--- src/rtl/mac_seq_ctrl_if.sv ---
`timescale 1ns/1ps
`default_nettype none
// ============================================================================
// mac_seq_ctrl_if : command, operand-buffer, MAC and result signals of mac_seq_ctrl
// Rev 1.0
// ============================================================================
interface mac_seq_ctrl_if #(
    parameter int W_BITWIDTH   = 8,
    parameter int IN_BITWIDTH  = 8,
    parameter int OUT_BITWIDTH = 32,
    parameter int ADDR_W       = 8
);
    logic                      start;
    logic [ADDR_W-1:0]         base_addr;
    logic [ADDR_W-1:0]         num_groups;
    logic [OUT_BITWIDTH-1:0]   bias;
    logic                      busy;

    logic                      rd_en;
    logic [ADDR_W-1:0]         rd_addr;
    logic [3*W_BITWIDTH-1:0]   rd_w;
    logic [3*IN_BITWIDTH-1:0]  rd_x;

    logic                      mac_en;
    logic [W_BITWIDTH-1:0]     mac_w0;
    logic [W_BITWIDTH-1:0]     mac_w1;
    logic [W_BITWIDTH-1:0]     mac_w2;
    logic [IN_BITWIDTH-1:0]    mac_x0;
    logic [IN_BITWIDTH-1:0]    mac_x1;
    logic [IN_BITWIDTH-1:0]    mac_x2;
    logic [OUT_BITWIDTH-1:0]   mac_pre_sum;
    logic                      mac_done;
    logic [OUT_BITWIDTH-1:0]   mac_out;

    logic                      res_valid;
    logic                      res_ready;
    logic [OUT_BITWIDTH-1:0]   res_data;
    logic                      res_err;

    modport master (
        input  start, base_addr, num_groups, bias,
        input  rd_w, rd_x, mac_done, mac_out, res_ready,
        output busy, rd_en, rd_addr, mac_en,
        output mac_w0, mac_w1, mac_w2, mac_x0, mac_x1, mac_x2, mac_pre_sum,
        output res_valid, res_data, res_err
    );

    modport slave (
        output start, base_addr, num_groups, bias,
        output rd_w, rd_x, mac_done, mac_out, res_ready,
        input  busy, rd_en, rd_addr, mac_en,
        input  mac_w0, mac_w1, mac_w2, mac_x0, mac_x1, mac_x2, mac_pre_sum,
        input  res_valid, res_data, res_err
    );
endinterface
`default_nettype wire

--- src/rtl/mac_seq_ctrl.sv ---
`timescale 1ns/1ps
`default_nettype none
// ============================================================================
// mac_seq_ctrl : chains 3-lane MAC groups from an operand buffer into one dot product
// Rev 1.0
// ============================================================================
module mac_seq_ctrl #(
    parameter int W_BITWIDTH   = 8,
    parameter int IN_BITWIDTH  = 8,
    parameter int OUT_BITWIDTH = 32,
    parameter int ADDR_W       = 8,
    parameter int RESULT_DELAY = 1,
    parameter int TIMEOUT      = 64
) (
    input  logic           clk,
    input  logic           rstn,
    mac_seq_ctrl_if.master bus
);
    localparam int C_TMO_W    = (TIMEOUT > 1) ? $clog2(TIMEOUT) : 1;
    localparam int C_SET_W    = (RESULT_DELAY > 1) ? $clog2(RESULT_DELAY) : 1;
    localparam int C_SET_LAST = (RESULT_DELAY > 1) ? RESULT_DELAY - 1 : 0;

    typedef enum logic [2:0] {
        S_IDLE   = 3'd0,
        S_FETCH  = 3'd1,
        S_LOAD   = 3'd2,
        S_WAIT   = 3'd3,
        S_SETTLE = 3'd4,
        S_GUARD  = 3'd5,
        S_RESULT = 3'd6
    } state_t;

    state_t                   state_q, state_d;
    logic [ADDR_W-1:0]        base_q, base_d;
    logic [ADDR_W-1:0]        num_q, num_d;
    logic [ADDR_W-1:0]        idx_q, idx_d;
    logic [OUT_BITWIDTH-1:0]  acc_q, acc_d;
    logic [3*W_BITWIDTH-1:0]  w_q, w_d;
    logic [3*IN_BITWIDTH-1:0] x_q, x_d;
    logic [C_TMO_W-1:0]       tmo_q, tmo_d;
    logic [C_SET_W-1:0]       set_q, set_d;
    logic                     mac_en_q, mac_en_d;
    logic                     busy_q, busy_d;
    logic                     valid_q, valid_d;
    logic                     err_q, err_d;

    always_ff @(posedge clk or negedge rstn) begin
        if (!rstn) begin
            state_q  <= S_IDLE;
            base_q   <= '0;
            num_q    <= '0;
            idx_q    <= '0;
            acc_q    <= '0;
            w_q      <= '0;
            x_q      <= '0;
            tmo_q    <= '0;
            set_q    <= '0;
            mac_en_q <= 1'b0;
            busy_q   <= 1'b0;
            valid_q  <= 1'b0;
            err_q    <= 1'b0;
        end else begin
            state_q  <= state_d;
            base_q   <= base_d;
            num_q    <= num_d;
            idx_q    <= idx_d;
            acc_q    <= acc_d;
            w_q      <= w_d;
            x_q      <= x_d;
            tmo_q    <= tmo_d;
            set_q    <= set_d;
            mac_en_q <= mac_en_d;
            busy_q   <= busy_d;
            valid_q  <= valid_d;
            err_q    <= err_d;
        end
    end

    always_comb begin
        state_d  = state_q;
        base_d   = base_q;
        num_d    = num_q;
        idx_d    = idx_q;
        acc_d    = acc_q;
        w_d      = w_q;
        x_d      = x_q;
        tmo_d    = tmo_q;
        set_d    = set_q;
        mac_en_d = 1'b0;
        busy_d   = busy_q;
        valid_d  = valid_q;
        err_d    = err_q;

        case (state_q)
            S_IDLE: begin
                if (bus.start) begin
                    base_d = bus.base_addr;
                    num_d  = bus.num_groups;
                    idx_d  = '0;
                    acc_d  = bus.bias;
                    busy_d = 1'b1;
                    err_d  = 1'b0;
                    if (bus.num_groups == '0) begin
                        state_d = S_RESULT;
                        valid_d = 1'b1;
                    end else begin
                        state_d = S_FETCH;
                    end
                end
            end
            S_FETCH: state_d = S_LOAD;
            S_LOAD: begin
                // Buffer data is valid now; mac_en rises together with the registered lanes.
                w_d      = bus.rd_w;
                x_d      = bus.rd_x;
                mac_en_d = 1'b1;
                tmo_d    = '0;
                set_d    = '0;
                state_d  = S_WAIT;
            end
            S_WAIT: begin
                if (bus.mac_done) begin
                    state_d = S_SETTLE;
                end else if (tmo_q == C_TMO_W'(TIMEOUT - 1)) begin
                    state_d = S_RESULT;
                    valid_d = 1'b1;
                    err_d   = 1'b1;
                end else begin
                    tmo_d = tmo_q + C_TMO_W'(1);
                end
            end
            S_SETTLE: begin
                if (set_q == C_SET_W'(C_SET_LAST)) begin
                    acc_d   = bus.mac_out;
                    idx_d   = idx_q + ADDR_W'(1);
                    state_d = S_GUARD;
                end else begin
                    set_d = set_q + C_SET_W'(1);
                end
            end
            S_GUARD: begin
                if (idx_q == num_q) begin
                    state_d = S_RESULT;
                    valid_d = 1'b1;
                end else begin
                    state_d = S_FETCH;
                end
            end
            S_RESULT: begin
                if (valid_q && bus.res_ready) begin
                    valid_d = 1'b0;
                    busy_d  = 1'b0;
                    state_d = S_IDLE;
                end
            end
            default: state_d = S_IDLE;
        endcase
    end

    assign bus.busy        = busy_q;
    assign bus.rd_en       = (state_q == S_FETCH);
    assign bus.rd_addr     = base_q + idx_q;
    assign bus.mac_en      = mac_en_q;
    assign bus.mac_w0      = w_q[W_BITWIDTH-1:0];
    assign bus.mac_w1      = w_q[2*W_BITWIDTH-1:W_BITWIDTH];
    assign bus.mac_w2      = w_q[3*W_BITWIDTH-1:2*W_BITWIDTH];
    assign bus.mac_x0      = x_q[IN_BITWIDTH-1:0];
    assign bus.mac_x1      = x_q[2*IN_BITWIDTH-1:IN_BITWIDTH];
    assign bus.mac_x2      = x_q[3*IN_BITWIDTH-1:2*IN_BITWIDTH];
    // The accumulator only moves at the end of SETTLE, so it doubles as the stable pre_sum.
    assign bus.mac_pre_sum = acc_q;
    assign bus.res_valid   = valid_q;
    assign bus.res_data    = acc_q;
    assign bus.res_err     = err_q;
endmodule
`default_nettype wire

--- src/flat_wrapper.sv ---
// flat-port wrapper written by rule: the top's interface ports become plain ports
module mac_seq_ctrl_flat 
#(
    parameter int W_BITWIDTH   = 8,
    parameter int IN_BITWIDTH  = 8,
    parameter int OUT_BITWIDTH = 32,
    parameter int ADDR_W       = 8,
    parameter int RESULT_DELAY = 1,
    parameter int TIMEOUT      = 64
)
  (clk, rstn, bus_start, bus_base_addr, bus_num_groups, bus_bias, bus_rd_w, bus_rd_x, bus_mac_done, bus_mac_out, bus_res_ready, bus_busy, bus_rd_en, bus_rd_addr, bus_mac_en, bus_mac_w0, bus_mac_w1, bus_mac_w2, bus_mac_x0, bus_mac_x1, bus_mac_x2, bus_mac_pre_sum, bus_res_valid, bus_res_data, bus_res_err);
  mac_seq_ctrl_if #(.W_BITWIDTH(W_BITWIDTH), .IN_BITWIDTH(IN_BITWIDTH), .OUT_BITWIDTH(OUT_BITWIDTH), .ADDR_W(ADDR_W)) bus_i ();
  input  logic clk;
  input  logic rstn;
  input wire logic [$bits(bus_i.start)-1:0] bus_start;
  input wire logic [$bits(bus_i.base_addr)-1:0] bus_base_addr;
  input wire logic [$bits(bus_i.num_groups)-1:0] bus_num_groups;
  input wire logic [$bits(bus_i.bias)-1:0] bus_bias;
  input wire logic [$bits(bus_i.rd_w)-1:0] bus_rd_w;
  input wire logic [$bits(bus_i.rd_x)-1:0] bus_rd_x;
  input wire logic [$bits(bus_i.mac_done)-1:0] bus_mac_done;
  input wire logic [$bits(bus_i.mac_out)-1:0] bus_mac_out;
  input wire logic [$bits(bus_i.res_ready)-1:0] bus_res_ready;
  output wire logic [$bits(bus_i.busy)-1:0] bus_busy;
  output wire logic [$bits(bus_i.rd_en)-1:0] bus_rd_en;
  output wire logic [$bits(bus_i.rd_addr)-1:0] bus_rd_addr;
  output wire logic [$bits(bus_i.mac_en)-1:0] bus_mac_en;
  output wire logic [$bits(bus_i.mac_w0)-1:0] bus_mac_w0;
  output wire logic [$bits(bus_i.mac_w1)-1:0] bus_mac_w1;
  output wire logic [$bits(bus_i.mac_w2)-1:0] bus_mac_w2;
  output wire logic [$bits(bus_i.mac_x0)-1:0] bus_mac_x0;
  output wire logic [$bits(bus_i.mac_x1)-1:0] bus_mac_x1;
  output wire logic [$bits(bus_i.mac_x2)-1:0] bus_mac_x2;
  output wire logic [$bits(bus_i.mac_pre_sum)-1:0] bus_mac_pre_sum;
  output wire logic [$bits(bus_i.res_valid)-1:0] bus_res_valid;
  output wire logic [$bits(bus_i.res_data)-1:0] bus_res_data;
  output wire logic [$bits(bus_i.res_err)-1:0] bus_res_err;
  assign bus_i.start = bus_start;
  assign bus_i.base_addr = bus_base_addr;
  assign bus_i.num_groups = bus_num_groups;
  assign bus_i.bias = bus_bias;
  assign bus_i.rd_w = bus_rd_w;
  assign bus_i.rd_x = bus_rd_x;
  assign bus_i.mac_done = bus_mac_done;
  assign bus_i.mac_out = bus_mac_out;
  assign bus_i.res_ready = bus_res_ready;
  assign bus_busy = bus_i.busy;
  assign bus_rd_en = bus_i.rd_en;
  assign bus_rd_addr = bus_i.rd_addr;
  assign bus_mac_en = bus_i.mac_en;
  assign bus_mac_w0 = bus_i.mac_w0;
  assign bus_mac_w1 = bus_i.mac_w1;
  assign bus_mac_w2 = bus_i.mac_w2;
  assign bus_mac_x0 = bus_i.mac_x0;
  assign bus_mac_x1 = bus_i.mac_x1;
  assign bus_mac_x2 = bus_i.mac_x2;
  assign bus_mac_pre_sum = bus_i.mac_pre_sum;
  assign bus_res_valid = bus_i.res_valid;
  assign bus_res_data = bus_i.res_data;
  assign bus_res_err = bus_i.res_err;
  mac_seq_ctrl #(.W_BITWIDTH(W_BITWIDTH), .IN_BITWIDTH(IN_BITWIDTH), .OUT_BITWIDTH(OUT_BITWIDTH), .ADDR_W(ADDR_W), .RESULT_DELAY(RESULT_DELAY), .TIMEOUT(TIMEOUT)) u_core (.clk(clk), .rstn(rstn), .bus(bus_i));
endmodule
--- config.mk ---
export PLATFORM = sky130hd
export DESIGN_NAME = mac_seq_ctrl_flat
export DESIGN_NICKNAME = d
export VERILOG_FILES = /design/src/rtl/mac_seq_ctrl_if.sv /design/src/rtl/mac_seq_ctrl.sv /design/src/flat_wrapper.sv
export SDC_FILE = /design/constraint.sdc
export NUM_CORES = 1
export LEC_CHECK = 0
export CORE_ASPECT_RATIO = 1.2
export CORE_MARGIN = 2
export CORE_UTILIZATION = 36
export CTS_BUF_LIST = sky130_fd_sc_hd__clkbuf_16
export CTS_CLUSTER_DIAMETER = 40
export DETAILED_ROUTE_END_ITERATION = 8
export PLACE_DENSITY_LB_ADDON = 0.08
export SLEW_MARGIN = 20
export SYNTH_ARGS = -nofsm -noshare
export SYNTH_HDL_FRONTEND = slang
export SYNTH_SLANG_ARGS = --single-unit
--- constraint.sdc ---
create_clock -name clk -period 6.2 [get_ports clk]
set_input_delay 1.24 -clock clk [delete_from_list [all_inputs] [get_ports clk]]
set_output_delay 1.24 -clock clk [all_outputs]
set_load 0.03 [all_outputs]
==> run_results.csv <==
group,metric,value,unit
floorplan,rows,50,
worst_setup_path,cp-start-kind,"flip-flop",
placed_design,placed_area,8130,um^2
clock_tree,clkTransAtPathRegs,60,ps
worst_setup_path,critPathArrivalTime,3270,ps
timing,finalCritPeriodShare,72.8,%
worst_setup_path,crit_end,"bus_rd_addr[6]",
timing,tightestPinTransition,865,ps
timing,fmax,222,MHz
finish,nNetsFinal,911,
placed_design,post-place-ws,2180,ps
pwr,ir_drop,0.000266,V
routing,wire_per_inst,15.6,um
logic_synthesis,synth-edff-count,0,
clock_tree,clock-root-buffer,"clkbuf_16",
logic_synthesis,synthMuxAreaShare,10.5,%
routing,drc_errors,0,
logic_synthesis,synthArstFlopShare,100,%
logic_synthesis,synthXorXnorAreaFrac,2.97,%
logic_synthesis,ys_seq_area_share,52.2,%
clock_tree,cts_resized,0,
clock_tree,cts_buffers,17,
finish,layout_common_cells,"clkdlybuf4s50_1 (256), nand2_1 (123), dfrtp_1 (117)",
timing,setup_viol,0,
floorplan,die_h,141,um
pwr,power.leakage,3.77,nW
routing,via_count,4815,
worst_setup_path,ff2ff_path_depth,5,
worst_setup_path,cp.required,4960,ps
worst_setup_path,r2r_end,"u_core.idx_q[2]",
grt,grt_util_all_layers,18.9,%
logic_synthesis,ys_ff_latch,117,
logic_synthesis,synth_compound_area_share,8.76,%
worst_setup_path,cp-end-kind,"output pin",
flow_run,drv_cap,0,
grt,first_global_vias,4939,
logic_synthesis,syn_area_per_cell,10.3,um^2
logic_synthesis,synth_top_family_by_area,"simple AND/OR/NAND/NOR gates",
timing,skew,5.36,ps
grt,antenna_found_initial,0,
logic_synthesis,synth_fa_ha_area_share,2.36,%
grt,grt_max_degree,69,
logic_synthesis,syn_area,5610,um^2
timing,rsz0062_at_grt,"no",
timing,holdWs,488,ps
run_status,run_status,"finished, final reports clean",
timing,setup_slack,1690,ps
logic_synthesis,yosys-top-cells-area,"dfrtp_1 (52%), mux2_2 (9.8%), nand2_1 (8.2%), buf_4 (4.5%), a31oi_1 (3.9%)",
worst_setup_path,rrSetupSlack,3710,ps
hold_path,min-delay-start,"u_core.base_q[4]",
placed_design,gp_congestion,0.807,
placed_design,dp_hpwl,11.1,mm
routing,drt_iter0_markers,253,
clock_tree,tritoncts,"done",
timing,slew_violations,0,
timing,min_period,4510,ps
routing,ant_nets,0,
grt,grt_pass1_wl,25.1,mm
floorplan,fp.dieArea,16600,um^2
clock_tree,htreeDepth,4,
finish,diodes,0,
clock_tree,clk_path_buf_depth,2,
hold_path,hp-class,"reg -> reg",
logic_synthesis,post_synth_num_cell_types,52,
timing,fin_tns_setup,0,ps
logic_synthesis,synth_top_area_share,52.2,%
pwr,power-per-cell-area,578,nW/um^2
finish,area_growth,55.5,%
logic_synthesis,ys.flop_type,"dfrtp_1",
routing,viasPerCell,4.87,
floorplan,io_pins,258,
floorplan,start_util,36.3,%
placed_design,portBuffers,257,
logic_synthesis,synth_nets,690,
logic_synthesis,yosysWarnings,0,
finish,layout_commonest_cell,"clkdlybuf4s50_1",
clock_tree,cts_sinks,117,
floorplan,coreArea,15500,um^2
logic_synthesis,yosysTopAreaCell,"dfrtp_1",
worst_setup_path,critPathKind,"reg -> out",
logic_synthesis,synth_cells,547,
logic_synthesis,synth-simple-area-share,16.2,%
routing,wl,15.4,mm
worst_setup_path,reg2reg_from,"u_core.state_q[1]",
routing,first_pass_iters,4,
timing,max_slew_margin,42.3,%
timing,hold_viol,0,
worst_setup_path,path_max_fanout,7,
clock_tree,clk_latency,410,ps
clock_tree,cts_setup_buffers,0,
clock_tree,postCtsHoldBufs,0,
finish,stdcell_area,8730,um^2
grt,grt-ovfl-total,0,
floorplan,die_w,118,um
finish,drive_gt1_share,12.2,%
worst_setup_path,crit_start,"u_core.idx_q[0]",
pwr,report.power.total,0.00504,W
-- metrics by stage --
stage                     cells  util [%]
final                       989      56.5
after global routing        989      56.5
after CTS                   989      56.4
after detailed placement    957      52.6
after global placement      957      52.6
after floorplan             547         -
-- worst min-delay path by stage --
stage | cells after the start | end
5_1_grt | 2 | u_core.base_q[4]
3_5_place_dp | 2 | u_core.base_q[4]
2_1_floorplan | 2 | u_core.base_q[0]
6_report | 2 | u_core.base_q[4]
3_3_place_gp | 2 | u_core.base_q[4]
4_1_cts | 2 | u_core.base_q[4]
-- report_power, final --
part / internal, W / leakage [nW] / total, W / switching [W]
registers: 0.00112 / 1.42 / 0.00137 / 0.000257
clock network: 0.000601 / 0.287 / 0.000981 / 0.000380
logic: 0.00119 / 2.06 / 0.00269 / 0.00150
total: 0.00291 / 3.77 / 0.00504 / 0.00214
-- worst max-delay path, stage by stage, from the launching register on --
cell and delay, ps:
dfrtp_1 460, ha_1 260, fa_1 410, a21o_1 200, a21oi_1 270, nor2b_1 80
o311ai_0 420, clkdlybuf4s50_1 750
-- cells by family after synthesis --
family | after synthesis
AND/OR/NAND/NOR | 209
flip-flops | 117
AO/OA/AOI/OAI | 74
buffers and inverters | 65
multiplexers | 53
XOR/XNOR | 19
adder cells (fa/ha/maj) | 10
-- cell type report --
class | count | area (um^2)
tap | 208 | 260
clock inverter | 15 | 170
clock buffer | 17 | 425
sequential | 117 | 2930
timing repair buffer | 261 | 2600
fill | 1390 | 6720
inverter | 6 | 22.5
multi-input combinational | 365 | 2320
-- metal layers --
layer	part of all wire (%)	vias up	track usage (%)
met5	0	-	0
met4	1.9	0	6.59
met3	8.7	24	7.85
met2	48	191	31.4
met1	42	2303	22.1
li1	-	2297	-
-- flip-flops by register name, indices dropped and copies added (netlist names) --
signal and flops:
u_core.bus.busy 1, u_core.state_q 3, u_core.tmo_q 6, u_core.bus.res_err 1
u_core.bus.mac_pre_sum 32, u_core.w_q 24, u_core.idx_q 8, u_core.base_q 8
u_core.x_q 24, u_core.num_q 8, u_core.bus.mac_en 1, u_core.bus.res_valid 1
-- synthesized netlist by cell type, drive strengths merged (2+ instances only) --
master	instances
clkbuf	15
inv	6
nor2	47
and3	2
nand2	123
xnor2	4
xor2	15
a21boi	2
mux2i	4
o21ai	13
nor3	4
a21oi	5
nor3b	3
nand3	7
ha	9
a31oi	35
nand3b	3
o211ai	4
nor4	2
buf	44
nor2b	4
or4	3
dfrtp	117
mux2	49
a21o	2
o41ai	2
nand2b	2
nand4	3
No activity file was read; power rests on OpenSTA's default activity.
